$ cat config.mk
export PLATFORM = sky130hd
export DESIGN_NAME = axil_register_bank
export DESIGN_NICKNAME = d
export VERILOG_FILES = /design/src/rtl/axil_register_bank_pkg.sv /design/src/rtl/axil_register_bank.sv
export SDC_FILE = /design/constraint.sdc
export NUM_CORES = 1
export LEC_CHECK = 0
export CAP_MARGIN = 30
export CORE_MARGIN = 10
export CORE_UTILIZATION = 39
export CTS_CLUSTER_DIAMETER = 120
export CTS_CLUSTER_SIZE = 24
export DETAILED_ROUTE_END_ITERATION = 8
export PLACE_DENSITY = 0.93
export SETUP_SLACK_MARGIN = 0.05
export SLEW_MARGIN = 20
export SYNTH_ARGS = -nofsm -noshare
export SYNTH_HDL_FRONTEND = slang
export SYNTH_SLANG_ARGS = --single-unit
$ cat constraint.sdc
create_clock -name clock -period 2.2 [get_ports clock]
set_clock_uncertainty 0.1 [all_clocks]
set_input_delay 0.44 -clock clock [delete_from_list [all_inputs] [get_ports clock]]
set_output_delay 0.44 -clock clock [all_outputs]
set_load 0.05 [all_outputs]
$ cat src/rtl/axil_register_bank_pkg.sv
// Shared constants and state types for the AXI4-Lite register bank front end.
package axil_register_bank_pkg;

    localparam int DATA_WIDTH = 32;
    localparam int STRB_WIDTH = DATA_WIDTH / 8;

    localparam logic [1:0] RESP_OKAY   = 2'b00;
    localparam logic [1:0] RESP_SLVERR = 2'b10;

    localparam logic [STRB_WIDTH-1:0] STRB_FULL = '1;

    typedef enum logic {
        W_IDLE,
        W_RESP
    } wr_state_e;

    typedef enum logic {
        R_IDLE,
        R_DATA
    } rd_state_e;

endpackage

$ cat src/rtl/axil_register_bank.sv
// AXI4-Lite slave that turns full-word writes into one-hot write pulses for a
// bank of 32-bit registers and returns register contents on reads.
// Write and read paths are independent single-outstanding FSMs.
module axil_register_bank
    import axil_register_bank_pkg::*;
#(
    parameter int ADDR_WIDTH = 6,
    parameter int NUM_REGS   = 8
) (
    input  logic                           clock,
    input  logic                           resetn,

    input  logic [ADDR_WIDTH-1:0]          s_axi_awaddr,
    input  logic                           s_axi_awvalid,
    output logic                           s_axi_awready,
    input  logic [31:0]                    s_axi_wdata,
    input  logic [3:0]                     s_axi_wstrb,
    input  logic                           s_axi_wvalid,
    output logic                           s_axi_wready,
    output logic [1:0]                     s_axi_bresp,
    output logic                           s_axi_bvalid,
    input  logic                           s_axi_bready,

    input  logic [ADDR_WIDTH-1:0]          s_axi_araddr,
    input  logic                           s_axi_arvalid,
    output logic                           s_axi_arready,
    output logic [31:0]                    s_axi_rdata,
    output logic [1:0]                     s_axi_rresp,
    output logic                           s_axi_rvalid,
    input  logic                           s_axi_rready,

    output logic [NUM_REGS-1:0]            write_enable_o,
    output logic [31:0]                    write_data_o,
    input  logic [NUM_REGS*DATA_WIDTH-1:0] read_data_i
);

    // Word index width: byte address minus the two ignored LSBs.
    localparam int IDX_W = ADDR_WIDTH - 2;

    // ------------------------------------------------------------------
    // Write path state
    // ------------------------------------------------------------------
    wr_state_e                 wr_state_q;
    logic                      awready_q;
    logic                      wready_q;
    logic                      aw_held_q;
    logic                      w_held_q;
    logic [IDX_W-1:0]          aw_idx_q;
    logic [DATA_WIDTH-1:0]     wdata_q;
    logic [STRB_WIDTH-1:0]     wstrb_q;
    logic                      bvalid_q;
    logic [1:0]                bresp_q;
    logic [NUM_REGS-1:0]       write_enable_q;
    logic [DATA_WIDTH-1:0]     write_data_q;

    logic                      aw_fire;
    logic                      w_fire;
    logic                      aw_have;
    logic                      w_have;
    logic [IDX_W-1:0]          wr_idx_d;
    logic [DATA_WIDTH-1:0]     wr_data_d;
    logic [STRB_WIDTH-1:0]     wr_strb_d;
    logic [NUM_REGS-1:0]       wr_hit_d;
    logic                      wr_accept_d;

    // ------------------------------------------------------------------
    // Read path state
    // ------------------------------------------------------------------
    rd_state_e                 rd_state_q;
    logic                      arready_q;
    logic                      rvalid_q;
    logic [DATA_WIDTH-1:0]     rdata_q;
    logic [1:0]                rresp_q;

    logic                      ar_fire;
    logic [IDX_W-1:0]          rd_idx_d;
    logic [NUM_REGS-1:0]       rd_hit_d;
    logic [DATA_WIDTH-1:0]     reg_word [NUM_REGS];
    logic [DATA_WIDTH-1:0]     rd_word_d;
    logic [1:0]                rd_resp_d;

    // Byte-lane bits of the addresses carry no meaning for word registers.
    logic                      unused_addr_lsbs;
    assign unused_addr_lsbs = ^{s_axi_awaddr[1:0], s_axi_araddr[1:0]};

    // ------------------------------------------------------------------
    // Write channel capture and decode
    // ------------------------------------------------------------------
    assign aw_fire = s_axi_awvalid & awready_q;
    assign w_fire  = s_axi_wvalid  & wready_q;

    // A channel counts as present if latched earlier or handshaking now,
    // so AW and W may land in either order or together.
    assign aw_have = aw_held_q | aw_fire;
    assign w_have  = w_held_q  | w_fire;

    assign wr_idx_d  = aw_held_q ? aw_idx_q : s_axi_awaddr[ADDR_WIDTH-1:2];
    assign wr_data_d = w_held_q  ? wdata_q  : s_axi_wdata;
    assign wr_strb_d = w_held_q  ? wstrb_q  : s_axi_wstrb;

    // Per-register address match; an out-of-range index matches nothing.
    generate
        for (genvar gi = 0; gi < NUM_REGS; gi++) begin : g_wr_hit
            assign wr_hit_d[gi] = (wr_idx_d == IDX_W'(gi));
        end
    endgenerate

    // Only full-word writes to an existing register are applied.
    assign wr_accept_d = (|wr_hit_d) && (wr_strb_d == STRB_FULL);

    // Write FSM: collect AW and W, pulse the selected register, then hold B.
    always_ff @(posedge clock) begin
        if (!resetn) begin
            wr_state_q     <= W_IDLE;
            awready_q      <= 1'b0;
            wready_q       <= 1'b0;
            aw_held_q      <= 1'b0;
            w_held_q       <= 1'b0;
            aw_idx_q       <= '0;
            wdata_q        <= '0;
            wstrb_q        <= '0;
            bvalid_q       <= 1'b0;
            bresp_q        <= RESP_OKAY;
            write_enable_q <= '0;
            write_data_q   <= '0;
        end else begin
            // The enable is a single-cycle strobe.
            write_enable_q <= '0;
            case (wr_state_q)
                W_IDLE: begin
                    if (aw_fire) begin
                        aw_idx_q  <= s_axi_awaddr[ADDR_WIDTH-1:2];
                        aw_held_q <= 1'b1;
                    end
                    if (w_fire) begin
                        wdata_q  <= s_axi_wdata;
                        wstrb_q  <= s_axi_wstrb;
                        w_held_q <= 1'b1;
                    end
                    if (aw_have && w_have) begin
                        wr_state_q <= W_RESP;
                        awready_q  <= 1'b0;
                        wready_q   <= 1'b0;
                        aw_held_q  <= 1'b0;
                        w_held_q   <= 1'b0;
                        bvalid_q   <= 1'b1;
                        if (wr_accept_d) begin
                            write_enable_q <= wr_hit_d;
                            write_data_q   <= wr_data_d;
                            bresp_q        <= RESP_OKAY;
                        end else begin
                            bresp_q        <= RESP_SLVERR;
                        end
                    end else begin
                        // Keep offering whichever channel is still missing.
                        awready_q <= ~aw_have;
                        wready_q  <= ~w_have;
                    end
                end
                W_RESP: begin
                    if (s_axi_bready) begin
                        wr_state_q <= W_IDLE;
                        bvalid_q   <= 1'b0;
                        awready_q  <= 1'b1;
                        wready_q   <= 1'b1;
                    end
                end
                default: begin
                    wr_state_q <= W_IDLE;
                end
            endcase
        end
    end

    // ------------------------------------------------------------------
    // Read channel decode
    // ------------------------------------------------------------------
    assign ar_fire  = s_axi_arvalid & arready_q;
    assign rd_idx_d = s_axi_araddr[ADDR_WIDTH-1:2];

    generate
        for (genvar gi = 0; gi < NUM_REGS; gi++) begin : g_rd_hit
            assign rd_hit_d[gi] = (rd_idx_d == IDX_W'(gi));
            assign reg_word[gi] = read_data_i[gi*DATA_WIDTH +: DATA_WIDTH];
        end
    endgenerate

    // AND-OR read mux; no hit (out of range) naturally yields zero.
    always_comb begin
        rd_word_d = '0;
        for (int k = 0; k < NUM_REGS; k++) begin
            rd_word_d = rd_word_d | (rd_hit_d[k] ? reg_word[k] : '0);
        end
    end

    assign rd_resp_d = (|rd_hit_d) ? RESP_OKAY : RESP_SLVERR;

    // Read FSM: sample the register on the AR handshake and hold it for R.
    always_ff @(posedge clock) begin
        if (!resetn) begin
            rd_state_q <= R_IDLE;
            arready_q  <= 1'b0;
            rvalid_q   <= 1'b0;
            rdata_q    <= '0;
            rresp_q    <= RESP_OKAY;
        end else begin
            case (rd_state_q)
                R_IDLE: begin
                    arready_q <= 1'b1;
                    if (ar_fire) begin
                        rd_state_q <= R_DATA;
                        arready_q  <= 1'b0;
                        rvalid_q   <= 1'b1;
                        rdata_q    <= rd_word_d;
                        rresp_q    <= rd_resp_d;
                    end
                end
                R_DATA: begin
                    if (s_axi_rready) begin
                        rd_state_q <= R_IDLE;
                        rvalid_q   <= 1'b0;
                        arready_q  <= 1'b1;
                    end
                end
                default: begin
                    rd_state_q <= R_IDLE;
                end
            endcase
        end
    end

    // ------------------------------------------------------------------
    // Outputs
    // ------------------------------------------------------------------
    assign s_axi_awready  = awready_q;
    assign s_axi_wready   = wready_q;
    assign s_axi_bvalid   = bvalid_q;
    assign s_axi_bresp    = bresp_q;
    assign s_axi_arready  = arready_q;
    assign s_axi_rvalid   = rvalid_q;
    assign s_axi_rdata    = rdata_q;
    assign s_axi_rresp    = rresp_q;
    assign write_enable_o = write_enable_q;
    assign write_data_o   = write_data_q;

endmodule
-- After elaboration in Yosys (flattened, before gate mapping)
Cells that the tools add are included.
- register bits: 125
- bits of input ports: 311
- output and inout bits: 81
- word-level logic and storage cells: 110
- eq/ne operators: 19
- multiplexer cells: 37
- bitwise logic cells: 19
- reduce and logical (&&, ||, !) cells: 18
- operators by type and width (cell ; count):
    2-to-1 mux 32 bit ; 9
    bitwise OR 32 bit ; 7
    equality test 4 x 3 -> 1 bit (second input constant) ; 8
    2-to-1 mux 1 bit ; 17
    equality test 4 x 2 -> 1 bit (second input constant) ; 4
    AND reduction 2 bit ; 8
    OR reduction 8 bit ; 2
    case mux 1 bit (2 select lines) ; 7
    equality test 4 x 1 -> 1 bit (second input constant) ; 2
    zero test 4 bit ; 2
    2-to-1 mux 4 bit ; 2
    != test 2 bit (second input constant) ; 4
    inverter 1 bit ; 7
    equality test 4 bit (second input constant) ; 1
    2-to-1 mux 2 bit ; 2
    nonzero test 2 bit ; 2
    OR reduction 4 bit ; 1
    bitwise AND 1 bit ; 3
    AND reduction 3 bit ; 1
    logical AND 1 bit ; 2
    bitwise OR 1 bit ; 2

-- Longest topological paths before layout
Gate-level depths: netlist of the first run.
- word-level depth: 9
- gate-level depth with buffers: 7
- depth with buffers taken out: 4

-- Worst setup path before layout of the first run
OpenSTA, ideal clock, no wires.
- kind: register to register
- from: register awready_q, in the netlist s_axi_awready
- to: register write_data_q[21], in the netlist write_data_o[21]
- setup time: 0.116 ns
- data arrival time: 1.704 ns
- required time: 1.984 ns
- slack: 0.280 ns
- stages on the path, launching flop included: 6
- path buffers: 1
- period minus slack after synthesis: 1.920 ns
- cell sequence: dfxtp_1 -> nand4bb_1 -> a211oi_2 -> clkbuf_1 -> nand3_1 -> o211a_1
- longest elaborated chain between the ends: 4
- RTL lines (what ; RTL line ; RTL):
    start: declaration ; axil_register_bank.sv:44 ; logic awready_q;
    start signal: assignment ; axil_register_bank.sv:156 ; awready_q <= ~aw_have;
    bitwise AND 1 bit ; axil_register_bank.sv:89 ; assign aw_fire = s_axi_awvalid & awready_q;
    bitwise OR 1 bit ; axil_register_bank.sv:94 ; assign aw_have = aw_held_q | aw_fire;
    logical AND 1 bit ; axil_register_bank.sv:140 ; if (aw_have && w_have) begin
    AND reduction 3 bit (no source line) ; n/a ;
    end signal: assignment ; axil_register_bank.sv:149 ; write_data_q <= wr_data_d;
    end: declaration ; axil_register_bank.sv:54 ; logic [DATA_WIDTH-1:0] write_data_q;
Every way passes these cells.
A chain may end at the register's enable or synchronous reset.

-- Worst setup path after layout of the first run
- from: register write_data_q[12], in the netlist write_data_o[12]
- to: output write_data_o[12]
- RTL lines (what ; RTL line ; RTL):
    end: declaration ; axil_register_bank.sv:33 ; output logic [31:0] write_data_o,
No word-level cell between the ends.

==> key figures, run 1 <==
Routing
  • Drt via density: ~5.6
  • First-pass DRT Iterations: 5
  • Vias: roughly 8000
  • Iter 0 DRT Violations: roughly 690
  • Residual DRC count: 0
  • WL/cell: about 22 um
  • Drt total wl: 31200 um
  • ANT nets after route: 0

Clocking
  • CTS tree: done
  • Clock Sinks: between 100 and 150
  • Root Driver: clkbuf_16
  • Clk buf depth: 2
  • H-tree depth: 4
  • CTS Buf Count: 17
  • Hold buffers post-CTS: 0
  • Clk slew on worst S/H paths: 0.05 ns
  • Clock latency at the later pin of the worst-skew pair: approximately 0.41 ns
  • Setup Buffers After CTS: 0

Setup path
  • Setup Crit Path Kind: flop to output pin
  • Reg2reg start: w_held_q
  • Worst endpoint data arrival time: roughly 1.6 ns
  • Setup crit start: write_data_o[12]
  • Endpoint class of the critical path: output pin
  • R2R setup slack: between 0.3 and 0.4 ns
  • Crit-path slowest cell: clkdlybuf4s50_1
  • Top delay family on crit path: buffers and inverters
  • Reg2reg end: write_enable_o[7]
  • Critical path startpoint category: flop
  • FF-to-FF path depth: 5
  • CP Data Required Time: 1.66 ns
  • Max FO, Critical Path: 2
  • Cell Chain, Critical Path: clkdlybuf4s50_1
  • WP buf/inv: 1
  • CP max stage delay: 0.82 ns

Min path
  • Min-Delay Path Class: primary input to flop
  • Hold path depth: 3
  • Hold Crit Start: resetn
  • Worst Hold Path EP: aw_idx_q[2]

Synthesis
  • Syn Area/Cell: around 8.3 um^2
  • Cell variety after synth: 45
  • Main synth FF type: dfxtp_1
  • Number of synthesized flops with an enable pin: 0
  • Mapped cell area: just under 0.007 mm^2
  • Register bit total from synthesis: 123
  • Seq/Total Area, Yosys: a little over a third
  • Ys Warns: 0
  • Ys async rst share: 0%
  • Syn Inst Count: 837

Global route
  • Vias in the first global route: 8184
  • Total gr overflow: 0
  • Initial antenna violation count: 2
  • Gr usage total: 25.2%
  • Largest net degree at the start of global routing: 47
  • First-pass GRT wire length: around 47000 um

Layout
  • Most frequent cells in the layout: 333 x clkdlybuf4s50_1, 122 x dfxtp_1, 121 x nand2_1, 92 x mux2i_1, 79 x a21oi_1
  • Most common cell after layout, fill and taps aside: clkdlybuf4s50_1
  • Area growth, synth to finish: 67.6%
  • Final nets: between 1500 and 2000
  • Fraction of layout cells with a size suffix above 1: 10.7%
  • Final Instance Area: approximately 0.012 mm^2

Timing
  • Final TNS setup: 0 ns
  • Hold Slack: roughly 0.22 ns
  • Fmax: 470 MHz
  • RSZ-0062 raised after global routing: false
  • Tmin final: around 2.1 ns
  • Final hold violation count: 0
  • # setup viols final: 0
  • Pins over their slew limit: 0
  • Crit share post-route: between 90% and 100%
  • Slew margin rel.: a little over half
  • Least-Margin Pin Slew: between 0.7 and 0.8 ns

Power and ir drop
  • LEAKAGE: approximately 5.2 nW
  • P_int: a little under 0.005 W
  • Tot Pwr: roughly 0.0068 W
  • Power density over cell area: 583 mW/mm^2
  • VDD IR max: a little under 0.5 mV
  • Seq pwr share: between 30% and 40%
  • Sw Share: 27.4%
  • Net Switching: about 0.0019 W
  • Clock share of power: roughly two fifths
  • Gate power share: about a quarter

Placed design
  • Post-place instance area: around 0.011 mm^2
  • Hpwl dp: roughly 25000 um
  • Routability cong.: ~0.95
  • Quantity of I/O buffers inserted on ports: around 390

Floorplanning
  • Initial Util: approximately two fifths
  • Top Ports: between 300 and 400
  • Num rows: 48
  • Die Outline Area: about 0.024 mm^2
  • Core area: 0.0174 mm^2
  • Die W: 153 um
  • DIE HEIGHT: 153 um

Outcome
  • Status: finished, final reports clean

Flow run
  • Max-Cap Viols: 0
==> synth_stat cells (4+ instances only) <==
cell type,number,area share (%)
dfxtp_1,123,35
nand2_1,121,6.5
mux2i_1,92,13
a21oi_1,79,5.7
o21ai_0,58,4.2
nand3_1,56,4.0
clkbuf_1,42,2.3
nor2_1,40,2.2
o211a_1,31,4.5
a31oi_1,30,2.7
mux2_2,24,3.9
buf_2,22,1.6
a21o_1,16,1.7
a221oi_1,15,1.9
nor3_1,10,0.72
buf_4,9,0.97
nand3b_1,9,0.97
a211o_1,7,0.88
inv_1,5,0.27
o2bb2ai_1,5,0.63
a22oi_1,4,0.43
buf_1,4,0.22
==> logic make-up after synthesis <==
logic type | count (synthesis) | synth area share [%]
and+or+nand+nor | 256 | 16.8
muxes | 119 | 18.1
buffers and inverters | 85 | 5.80
AOI/OAI and AO/OA | 253 | 23.7
DFF | 123 | 35.5
other | 1 | 0.0540
==> sequential cells by signal (all words and copies together) (netlist names) <==
signal / cells
aw_held_q: 1
aw_idx_q: 4
rd_state_q: 1
s_axi_arready: 1
s_axi_awready: 1
s_axi_bresp: 1
s_axi_bvalid: 1
s_axi_rdata: 32
s_axi_rresp: 1
s_axi_rvalid: 1
s_axi_wready: 1
w_held_q: 1
wdata_q: 32
wr_state_q: 1
write_data_o: 32
write_enable_o: 8
wstrb_q: 4
==> how the worst max path moves through the flow <==
stage	endpoint	slack [ns]	cells after the start
after global placement	write_data_o[31]	0.01	6
after detailed placement	write_enable_o[6]	-0.06	6
final	write_data_o[12]	0.07	1
after CTS	write_data_o[17]	0.05	1
after global routing	write_data_o[2]	0.05	1
after floorplan	write_data_o[21]	0.28	5
==> power by group through the flow <==
| stage | clock (W) | sequential (W) | combinational [W] |
|---|---|---|---|
| floorplan | 0 | 0.00263 | 0.000622 |
| global placement | 0 | 0.00244 | 0.00167 |
| detailed placement | 0 | 0.00245 | 0.00169 |
| CTS | 0.00271 | 0.00240 | 0.00170 |
| global route | 0.00281 | 0.00242 | 0.00181 |
| finish | 0.00267 | 0.00241 | 0.00170 |
==> repair_timing <==
action	in CTS	in global routing
gates cloned	0	0
gates resized for setup	6	23
endpoints found under the hold margin	0	0
setup endpoints to repair	6	23
==> worst register-to-register path: stages (launching register included) <==
cell and delay [ns]:
dfxtp_2 0.53, a21oi_2 0.12, a211oi_4 0.29, buf_4 0.22, nand2_1 0.20, nor3_1 0.27
==> area by class of cell <==
cell class | instances | area [um^2]
well taps | 225 | 282
clock inverters | 7 | 91.3
flip-flops and latches | 123 | 2460
repair buffers | 428 | 4210
inverters | 5 | 18.8
fillers | 1349 | 5730
diodes | 2 | 5.00
clock buffers | 23 | 468
multi-input cells | 630 | 4090
==> metal layers <==
layer | vias up | share of wire (%) | GRT usage, %
met4 | 0 | 2.4 | 8.28
met1 | 3764 | 37 | 28.6
met2 | 435 | 51 | 43.6
met5 | - | 0 | 0
met3 | 47 | 9.7 | 8.22
li1 | 3781 | - | -
==> stage by stage <==
step                      setup WS [ns]  std cells  util (%)
after floorplan                   0.280        838         -
after global placement           0.0143       1411      63.5
after detailed placement        -0.0591       1411      63.5
after CTS                        0.0543       1441      66.6
after global routing             0.0524       1443      67.0
final                            0.0740       1443      67.0
(Power assumes the default switching activity.)
==> run 2, diff against run 1 <==
--- a/config.mk
+++ b/config.mk
@@ -9,8 +9,8 @@
 export CORE_MARGIN = 10
 export CORE_UTILIZATION = 39
 export CTS_CLUSTER_DIAMETER = 120
-export CTS_CLUSTER_SIZE = 24
 export DETAILED_ROUTE_END_ITERATION = 8
+export HOLD_SLACK_MARGIN = 0.12
 export PLACE_DENSITY = 0.93
 export SETUP_SLACK_MARGIN = 0.05
 export SLEW_MARGIN = 20
==> results of run 2 <==
The final DEF is identical to that of run 1; final timing and power are the same.
==> variant, RTL diff (flow settings as in run 2) <==
Set the parameter `NUM_REGS` to 4 (it was 8).
--- a/src/rtl/axil_register_bank.sv
+++ b/src/rtl/axil_register_bank.sv
@@ -5,7 +5,7 @@
     import axil_register_bank_pkg::*;
 #(
     parameter int ADDR_WIDTH = 6,
-    parameter int NUM_REGS   = 8
+    parameter int NUM_REGS   = 4
 ) (
     input  logic                           clock,
     input  logic                           resetn,
Ports: changed (resized read_data_i and write_enable_o); port bits go from 392 to 260. No check against the original RTL was run, so the function may have changed too.
==> variant against run 2 <==
- wire length fell by 38%
- area after synthesis down 26%
- maximum frequency rose by 0.33%
- design area shrank 26%
- sequential cell count shrank 4
- synthesized cell count down 36%
- non-clock buffer count shrank 155
- setup slack improved by 0.0069 ns
- power shrank 8.8%
- critical endpoint is now s_axi_rdata[22]
- largest cell class unchanged
==> variant: results (changes against run 2) <==
routed wl met3 - 1800 um (-41%)
via count - 5242 (-35%)
Setup crit end - s_axi_rdata[22]
wirelength, routed - 19400 um (-38%)
post-synthesis mux area share - 0.0780 (-0.103)
Hold EP - wstrb_q[2]
status - finished clean
clock buffer count - 24 (+4.3%)
Worst-Margin Slew - 0.717 ns (+0.0101 ns)
multi-input logic area - 2570 um^2 (-37%)
Filler cells - 939 (-30%)
first-pass GRT wire length - 29300 um (-38%)
Placed Area - 7930 um^2 (-28%)
initial antenna violation count - 0 (-2)
top cells by count, synth - 119 x dfxtp_1, 75 x nand2_1, 64 x a22oi_1
Data buffer area share - 0.325 (-0.0369)
buffers outside the clock class - 273 (-36%)
All-Layer GR Usage - 0.204 (-0.0476)
leakage - 3.44 nW (-34%)
GR Util met1 - 0.208 (-0.0778)
top cells by area, synth - dfxtp_1 46%, a22oi_1 9.3%, o2bb2ai_2 8.7%
GR Util met3 - 0.0909 (+0.00866)
register area share after synthesis - 0.461 (+0.106)
routed wl met2 - 9800 um (-38%)
hold wc startpoint - wstrb_q[2]
[variant: cell count changes after synthesis, sizes merged, moves of 31 or more]
cell / before / now
o211a: 31 / 0
nand3: 56 / 1
a22oi: 4 / 64
mux2i: 92 / 38
a21oi: 80 / 41
nand2: 121 / 75
[variant: cell families after synthesis]
family                 after synthesis
buffers and inverters               53
multiplexers                        40
AO/OA/AOI/OAI                      210
other                                1
flip-flops                         119
AND/OR/NAND/NOR                    114
[variant: through the flow]
stage               instances  setup WS [ns]  total power (W)  hold slack [ns]  setup TNS [ns]
finish                    964         0.0809          0.00618            0.353               0
global route              964         0.0419          0.00639            0.367               0
CTS                       964         0.0510          0.00622            0.354               0
detailed placement        933        -0.0486          0.00347            0.347          -0.844
global placement          933         0.0158          0.00344            0.342               0
floorplan                 538          0.201          0.00290            0.329               0
[variant: report_power, final]
part	internal, W	switching [W]	total (W)
clock	0.00181	0.000961	0.00277
combinational	0.000526	0.000568	0.00109
sequential	0.00226	0.0000632	0.00232
total	0.00459	0.00159	0.00618
